[src/rtl/alu_op_sequencer_pkg.sv]
// Shared opcode and FSM state encodings for the ALU operation sequencer.
package alu_pkg;

  typedef enum logic [2:0] {
    OP_ADD = 3'd0,
    OP_SUB = 3'd1,
    OP_AND = 3'd2,
    OP_OR  = 3'd3,
    OP_XOR = 3'd4,
    OP_SHL = 3'd5,
    OP_MUL = 3'd6,
    OP_DIV = 3'd7
  } op_e;

  typedef enum logic [2:0] {
    S_IDLE  = 3'd0,
    S_GOT_A = 3'd1,
    S_READY = 3'd2,
    S_EXEC  = 3'd3,
    S_DONE  = 3'd4
  } state_e;

  // Ops that take one cycle per operand bit in the shift-add/subtract unit.
  function automatic logic is_iter(op_e op);
    return (op == OP_MUL) || (op == OP_DIV);
  endfunction

endpackage

[src/rtl/alu_op_sequencer_if.sv]
// Pushbutton-facing bus of the ALU sequencer: entry value, control pulses, result and flags.
interface alu_op_sequencer_if #(parameter int W = 8);
  import alu_pkg::*;

  // load/go/clr are single-cycle pulses with no back-pressure; result_valid stays high
  // (with result and flags stable) until the next load or clr.
  logic [W-1:0]   entry_val;
  logic           load;
  logic           go;
  logic           clr;
  op_e            op_sel;
  logic [2*W-1:0] result;
  logic           result_valid;
  logic           busy;
  logic           flag_zero;
  logic           flag_carry;
  logic           flag_err;
  state_e         state;

  modport master (
    output entry_val, load, go, clr, op_sel,
    input  result, result_valid, busy, flag_zero, flag_carry, flag_err, state
  );

  modport slave (
    input  entry_val, load, go, clr, op_sel,
    output result, result_valid, busy, flag_zero, flag_carry, flag_err, state
  );
endinterface

[src/rtl/alu_op_sequencer_muldiv.sv]
// Iterative unit: radix-2 shift-add multiply and restoring divide, one operand bit per cycle.
module seq_muldiv #(parameter int W = 8) (
  input  logic           clk,
  input  logic           rstn,
  input  logic           abort,
  input  logic           start,
  input  logic           is_div,
  input  logic [W-1:0]   a,
  input  logic [W-1:0]   b,
  output logic           done,
  output logic [2*W-1:0] product,
  output logic [W-1:0]   quotient,
  output logic [W-1:0]   remainder
);
  localparam int CW = $clog2(W);

  logic           run_q;
  logic [CW-1:0]  cnt_q;
  logic [2*W-1:0] acc_q, mcand_q, acc_n;
  logic [W-1:0]   mplier_q;
  logic [W-1:0]   rem_q, quo_q, dvsr_q, rem_n, quo_n;
  logic [W:0]     trial, diff;

  // Outputs are the post-step values so the parent can capture them on the final edge.
  always_comb begin
    acc_n = acc_q + (mplier_q[0] ? mcand_q : '0);
    trial = {rem_q, quo_q[W-1]};
    diff  = trial - {1'b0, dvsr_q};
    if (!diff[W]) begin
      rem_n = diff[W-1:0];
      quo_n = {quo_q[W-2:0], 1'b1};
    end else begin
      rem_n = trial[W-1:0];
      quo_n = {quo_q[W-2:0], 1'b0};
    end
  end

  assign done      = run_q && (cnt_q == CW'(W-1));
  assign product   = acc_n;
  assign quotient  = quo_n;
  assign remainder = rem_n;

  always_ff @(posedge clk) begin
    if (!rstn || abort) begin
      run_q    <= 1'b0;
      cnt_q    <= '0;
      acc_q    <= '0;
      mcand_q  <= '0;
      mplier_q <= '0;
      rem_q    <= '0;
      quo_q    <= '0;
      dvsr_q   <= '0;
    end else if (start) begin
      run_q    <= 1'b1;
      cnt_q    <= '0;
      acc_q    <= '0;
      mcand_q  <= is_div ? '0 : {{W{1'b0}}, a};
      mplier_q <= is_div ? '0 : b;
      rem_q    <= '0;
      quo_q    <= is_div ? a : '0;
      dvsr_q   <= is_div ? b : '0;
    end else if (run_q) begin
      acc_q    <= acc_n;
      mcand_q  <= mcand_q << 1;
      mplier_q <= mplier_q >> 1;
      rem_q    <= rem_n;
      quo_q    <= quo_n;
      cnt_q    <= cnt_q + 1'b1;
      if (done) run_q <= 1'b0;
    end
  end
endmodule

[src/rtl/alu_op_sequencer.sv]
// Operand/opcode sequencer: load A, load B, go executes; result and flags held until load or clr.
module alu_op_sequencer #(parameter int W = 8) (
  input logic               clk,
  input logic               rstn,
  alu_op_sequencer_if.slave bus
);
  import alu_pkg::*;

  localparam int SHW = $clog2(W);

  state_e         state_q, state_d;
  logic [W-1:0]   a_q, b_q;
  op_e            op_q;
  logic [2*W-1:0] result_q, exec_result;
  logic           valid_q, zero_q, carry_q, err_q, exec_carry;
  logic           md_start, md_done, div_by_zero, exec_finish;
  logic [2*W-1:0] md_product;
  logic [W-1:0]   md_quot, md_rem;

  assign div_by_zero = (op_q == OP_DIV) && (b_q == '0);
  assign exec_finish = (state_q == S_EXEC) && (!is_iter(op_q) || div_by_zero || md_done);

  seq_muldiv #(.W(W)) u_muldiv (
    .clk       (clk),
    .rstn      (rstn),
    .abort     (bus.clr),
    .start     (md_start),
    .is_div    (bus.op_sel == OP_DIV),
    .a         (a_q),
    .b         (b_q),
    .done      (md_done),
    .product   (md_product),
    .quotient  (md_quot),
    .remainder (md_rem)
  );

  always_ff @(posedge clk) begin
    if (!rstn) state_q <= S_IDLE;
    else       state_q <= state_d;
  end

  // clr beats load beats go; the case order below encodes that priority.
  always_comb begin
    state_d  = state_q;
    md_start = 1'b0;
    if (bus.clr) begin
      state_d = S_IDLE;
    end else begin
      case (state_q)
        S_IDLE:  if (bus.load) state_d = S_GOT_A;
        S_GOT_A: if (bus.load) state_d = S_READY;
        S_READY: begin
          if (bus.load) begin
            state_d = S_READY;
          end else if (bus.go) begin
            state_d  = S_EXEC;
            md_start = is_iter(bus.op_sel) && !((bus.op_sel == OP_DIV) && (b_q == '0));
          end
        end
        S_EXEC:  if (exec_finish) state_d = S_DONE;
        S_DONE:  if (bus.load) state_d = S_GOT_A;
        default: state_d = S_IDLE;
      endcase
    end
  end

  always_comb begin
    exec_result = '0;
    exec_carry  = 1'b0;
    case (op_q)
      OP_ADD: begin
        exec_result[W:0] = {1'b0, a_q} + {1'b0, b_q};
        exec_carry       = exec_result[W];
      end
      OP_SUB: begin
        exec_result[W-1:0] = a_q - b_q;
        exec_carry         = (a_q < b_q);
      end
      OP_AND:  exec_result[W-1:0] = a_q & b_q;
      OP_OR:   exec_result[W-1:0] = a_q | b_q;
      OP_XOR:  exec_result[W-1:0] = a_q ^ b_q;
      OP_SHL:  exec_result = {{W{1'b0}}, a_q} << b_q[SHW-1:0];
      OP_MUL:  exec_result = md_product;
      OP_DIV:  exec_result = div_by_zero ? '1 : {md_rem, md_quot};
      default: exec_result = '0;
    endcase
  end

  always_ff @(posedge clk) begin
    if (!rstn || bus.clr) begin
      a_q      <= '0;
      b_q      <= '0;
      op_q     <= OP_ADD;
      result_q <= '0;
      valid_q  <= 1'b0;
      zero_q   <= 1'b0;
      carry_q  <= 1'b0;
      err_q    <= 1'b0;
    end else begin
      case (state_q)
        S_IDLE:  if (bus.load) a_q <= bus.entry_val;
        S_GOT_A: if (bus.load) b_q <= bus.entry_val;
        S_READY: begin
          if (bus.load)    b_q  <= bus.entry_val;
          else if (bus.go) op_q <= bus.op_sel;
        end
        S_EXEC: begin
          if (exec_finish) begin
            result_q <= exec_result;
            valid_q  <= 1'b1;
            zero_q   <= (exec_result == '0);
            carry_q  <= exec_carry;
            err_q    <= div_by_zero;
          end
        end
        S_DONE: begin
          if (bus.load) begin
            a_q      <= bus.entry_val;
            result_q <= '0;
            valid_q  <= 1'b0;
            zero_q   <= 1'b0;
            carry_q  <= 1'b0;
            err_q    <= 1'b0;
          end
        end
        default: ;
      endcase
    end
  end

  assign bus.result       = result_q;
  assign bus.result_valid = valid_q;
  assign bus.busy         = (state_q == S_EXEC);
  assign bus.flag_zero    = zero_q;
  assign bus.flag_carry   = carry_q;
  assign bus.flag_err     = err_q;
  assign bus.state        = state_q;
endmodule

[src/flat_wrapper.sv]
// flat-port wrapper written by rule: the top's interface ports become plain ports
module alu_op_sequencer_flat import alu_pkg::*;
#(parameter int W = 8)
  (clk, rstn, bus_entry_val, bus_load, bus_go, bus_clr, bus_op_sel, bus_result, bus_result_valid, bus_busy, bus_flag_zero, bus_flag_carry, bus_flag_err, bus_state);
  alu_op_sequencer_if #(.W(W)) bus_i ();
  input logic clk;
  input logic rstn;
  input wire logic [$bits(bus_i.entry_val)-1:0] bus_entry_val;
  input wire logic [$bits(bus_i.load)-1:0] bus_load;
  input wire logic [$bits(bus_i.go)-1:0] bus_go;
  input wire logic [$bits(bus_i.clr)-1:0] bus_clr;
  input wire logic [$bits(bus_i.op_sel)-1:0] bus_op_sel;
  output wire logic [$bits(bus_i.result)-1:0] bus_result;
  output wire logic [$bits(bus_i.result_valid)-1:0] bus_result_valid;
  output wire logic [$bits(bus_i.busy)-1:0] bus_busy;
  output wire logic [$bits(bus_i.flag_zero)-1:0] bus_flag_zero;
  output wire logic [$bits(bus_i.flag_carry)-1:0] bus_flag_carry;
  output wire logic [$bits(bus_i.flag_err)-1:0] bus_flag_err;
  output wire logic [$bits(bus_i.state)-1:0] bus_state;
  assign bus_i.entry_val = bus_entry_val;
  assign bus_i.load = bus_load;
  assign bus_i.go = bus_go;
  assign bus_i.clr = bus_clr;
  assign bus_i.op_sel = bus_op_sel;
  assign bus_result = bus_i.result;
  assign bus_result_valid = bus_i.result_valid;
  assign bus_busy = bus_i.busy;
  assign bus_flag_zero = bus_i.flag_zero;
  assign bus_flag_carry = bus_i.flag_carry;
  assign bus_flag_err = bus_i.flag_err;
  assign bus_state = bus_i.state;
  alu_op_sequencer #(.W(W)) u_core (.clk(clk), .rstn(rstn), .bus(bus_i));
endmodule
[config.mk]
export PLATFORM = sky130hd
export DESIGN_NAME = alu_op_sequencer_flat
export DESIGN_NICKNAME = d
export VERILOG_FILES = /design/src/rtl/alu_op_sequencer_pkg.sv /design/src/rtl/alu_op_sequencer_if.sv /design/src/rtl/alu_op_sequencer_muldiv.sv /design/src/rtl/alu_op_sequencer.sv /design/src/flat_wrapper.sv
export SDC_FILE = /design/constraint.sdc
export NUM_CORES = 1
export LEC_CHECK = 0
export ABC_AREA = 1
export BUFFER_PORTS_ARGS = -buffer_cell sky130_fd_sc_hd__buf_2
export CAP_MARGIN = 15
export CORE_MARGIN = 4
export CORE_UTILIZATION = 50
export DETAILED_ROUTE_END_ITERATION = 7
export PLACE_DENSITY = 0.75
export SLEW_MARGIN = 20
export SYNTH_ARGS = -nofsm -noshare
export SYNTH_HDL_FRONTEND = slang
export SYNTH_SLANG_ARGS = --single-unit
[constraint.sdc]
create_clock -name clk -period 2.2 [get_ports clk]
set_input_delay 0 -clock clk [delete_from_list [all_inputs] [get_ports clk]]
set_output_delay 0 -clock clk [all_outputs]
set_load 0.01 [all_outputs]
==> summary.md <==
| Metric | Value |
|---|---|
| Pin count of the biggest net entering global routing | 39 |
| Sequential area share after synthesis | roughly 29% |
| Pwr dens | 423 nW/um^2 |
| Worst-path clk slew | around 80 ps |
| Post-DR wirelength/cell | between 15 and 20 um |
| Critical Path Fanout Max | 5 |
| Via density | about 5.7 |
| Routed WL | ~25000 um |
| Final Hold Violating Endpoints | 0 |
| Die Y | about 130 um |
| Synth warn | 0 |
| Max-slew violations | 0 |
| Initial Util | between 50 and 60% |
| # rows | 44 |
| Total grt overflow | 0 |
| WS Path Type | reg2reg |
| Synthesized Nets | 1235 |
| CTS tree | done |
| Fmax | between 0.4 and 0.5 GHz |
| Data arrival, critical path | approximately 2600 ps |
| Total GRT Usage | between 20 and 30% |
| PortBufs | 39 |
| Avg Cell Area, Syn | between 6 and 7 sq um |
| Post-synth ARST share | 0% |
| Skew final | roughly 15 ps |
| Fin crit share | 107% |
| Most common cell after layout, fill and taps aside | nand2_1 |
| Initial antenna violation count | 0 |
| Area Growth Syn to Fin | 31.5% |
| RSZ-0062 raised after global routing | yes |
| Initial DRC Count | ~1100 |
| Ports | 40 |
| Count of flip-flops with a built-in enable after synthesis | 0 |
| Most frequent cells in the layout | nand2_1, inv_1, buf_4, dfxtp_1, nand3_1 |
| Post-Syn Area | around 7500 sq um |
| DP HPWL | between 15000 and 20000 um |
| Critical path launch point type | register |
| Antenna viol nets, final | 0 |
| Worst slew pin tran | 903 ps |
| Max-capacitance violation count | 0 |
| DR pass1 iterations | 8 |
| Dominant synthesized flop cell | dfxtp_1 |
| Vias in the first global route | 7658 |
| Setup Total Neg Slack | -316 ps |
| Post-synthesis register bit count | 110 |
| HP Class | in2reg |
| Post-synth cell types | 44 |
| Ant diodes | 0 |
| CTS Buffer Depth | 2 |
| Root buffer cell | clkbuf_16 |
| GP Congestion | roughly 0.98 |
| Status | complete, but fails checks |
| Die W | 130 um |
| Worst-Skew Late Latency | ~370 ps |
| Failing checks | setup timing |
| Tot Pwr | 4.16 mW |
| # setup viols final | 4 |
| CP Data Required Time | around 2500 ps |
| Tmin final | ~2300 ps |
| Nets | approximately 1400 |
| Static Leak | around 4.5 nW |
| CTS Buf Count | 9 |
| H-tree Lvls | 3 |
| First-pass GRT wire length | around 38000 um |
| Core box area | 14600 sq um |
| CP Capture Type | register |
| Die Area | ~17000 sq um |
| Pre-CTS WS | -280 ps |
| Setup ws final | -147 ps |
| Syn Inst Count | between 1000 and 1500 |
| VDD IR max | 0.496 mV |
| CTS sink count | 110 |
| Share of cells above drive strength 1 | 26.5% |
| Relative slew margins | about 39% |
| Via Count | around 8500 |
| DRC Markers | 0 |
==> per-layer routing <==
metal | vias to the layer above | track usage, % | routed length, um
met3 | 81 | 4.75 | 1950
li1 | 4134 | - | -
met5 | - | 0 | 0
met2 | 388 | 44.5 | 11200
met1 | 3908 | 40.2 | 11000
met4 | 0 | 9.56 | 819
==> state kept, by name, indices dropped and copies added (netlist names) <==
name	flops
u_core.u_muldiv.quo_q	8
u_core.u_muldiv.rem_q	8
u_core.u_muldiv.run_q	1
u_core.bus.result_valid	1
u_core.bus.state	3
u_core.bus.flag_zero	1
u_core.bus.flag_carry	1
u_core.u_muldiv.cnt_q	3
u_core.bus.flag_err	1
u_core.u_muldiv.mplier_q	8
u_core.u_muldiv.dvsr_q	8
u_core.u_muldiv.mcand_q	16
u_core.op_q	3
u_core.u_muldiv.acc_q	16
u_core.a_q	8
u_core.bus.result	16
u_core.b_q	8
==> synthesized netlist by cell type (2+ instances only) <==
library cell	number	share of area [%]
clkinv_1	3	0.15
nor2_4	2	0.30
xnor2_1	3	0.35
nand2_2	5	0.42
or2_2	3	0.25
ha_1	50	8.4
buf_2	13	0.87
buf_4	3	0.30
a31oi_1	5	0.42
xor2_1	9	1.1
nor2_1	82	4.1
o21bai_1	2	0.20
o211ai_1	12	1.2
nand2_1	325	16
inv_1	138	6.9
o21a_1	2	0.20
o21ai_0	75	5.0
o31ai_1	9	0.90
fa_1	4	1.1
a221oi_1	3	0.35
nor3_1	6	0.40
nand3b_1	5	0.50
clkbuf_1	29	1.5
a21oi_1	100	6.7
inv_2	8	0.40
o32ai_1	6	0.70
o22ai_1	6	0.50
nand4_1	15	1.3
and2_1	2	0.17
dfxtp_1	110	29
a21o_1	2	0.20
nand3_1	116	7.8
==> final cells by class <==
class                           count  area (sq um)
Multi-Input combinational cell    862          5220
Fill cell                        1178          4750
Sequential cell                   110          2210
Timing Repair Buffer              180          1320
Inverter                          149           559
Tap cell                          184           230
Clock buffer                        9           225
Clock inverter                      7          67.6
==> worst paths after layout <==
| kind | startpoint | end | slack (ps) | cells after the start |
|---|---|---|---|---|
| worst max-delay path | u_core.u_muldiv.dvsr_q[7]$_SDFFE_PP0P_ | u_core.bus.flag_zero$_SDFFE_PP0P_ | -150 | 16 |
| worst min-delay path | bus_load | u_core.bus.state[0]$_SDFFE_PP0P_ | 100 | 4 |
| worst max register to register | u_core.u_muldiv.dvsr_q[7]$_SDFFE_PP0P_ | u_core.bus.flag_zero$_SDFFE_PP0P_ | -150 | 16 |
| worst min register to register | u_core.bus.result[4]$_SDFFE_PP0P_ | u_core.bus.result[4]$_SDFFE_PP0P_ | 460 | 2 |
==> metrics by stage <==
stage          std cells  instance area (sq um)  hold WS, ps  util [%]
3_3_place_gp        1460                   8630          298      59.2
2_1_floorplan       1165                   7510          190         -
5_1_grt             1501                   9840          124      67.4
6_report            1501                   9840          105      67.4
4_1_cts             1495                   9310         85.4      63.8
3_5_place_dp        1460                   8630          299      59.2
==> report_power, final <==
| part | leakage (nW) | internal (mW) | switching (mW) | total (mW) |
|---|---|---|---|---|
| logic | 3.48 | 0.187 | 0.310 | 0.497 |
| clock network | 0.138 | 0.796 | 0.850 | 1.65 |
| registers | 0.891 | 2.00 | 0.0119 | 2.01 |
==> kinds of logic after synthesis <==
logic type,count (synthesis),synth area share (%)
flip-flops,110,29.4
adder cells (fa/ha/maj),54,9.43
AO/OA/AOI/OAI,227,17.1
buffers and inverters,194,10.1
XOR/XNOR,12,1.40
AND/OR/NAND/NOR,568,32.6
==> worst max-delay path, stage by stage (launching register included) <==
cell and delay [ps]:
dfxtp_1 310, inv_1 90, ha_1 350, nand2_1 90, nor2_1 210, nand3_4 150, nand2_4 130, nand2_4 70
nand2_4 110, nand2_1 100, nand3_2 80, nand3b_1 90, nor2_1 100, nand2_1 60, nor2_1 120, nand3_1 90
a21oi_1 110
==> what timing repair did <==
action,4_1_cts,5_1_grt
gates cloned,1,0
pin swaps,16,39
setup buffers,4,6
gates resized for setup,42,124
hold buffers,14,0
setup endpoints to repair,13,25
endpoints found under the hold margin,19,0
Note: power is estimated with default switching activity, not from simulation.
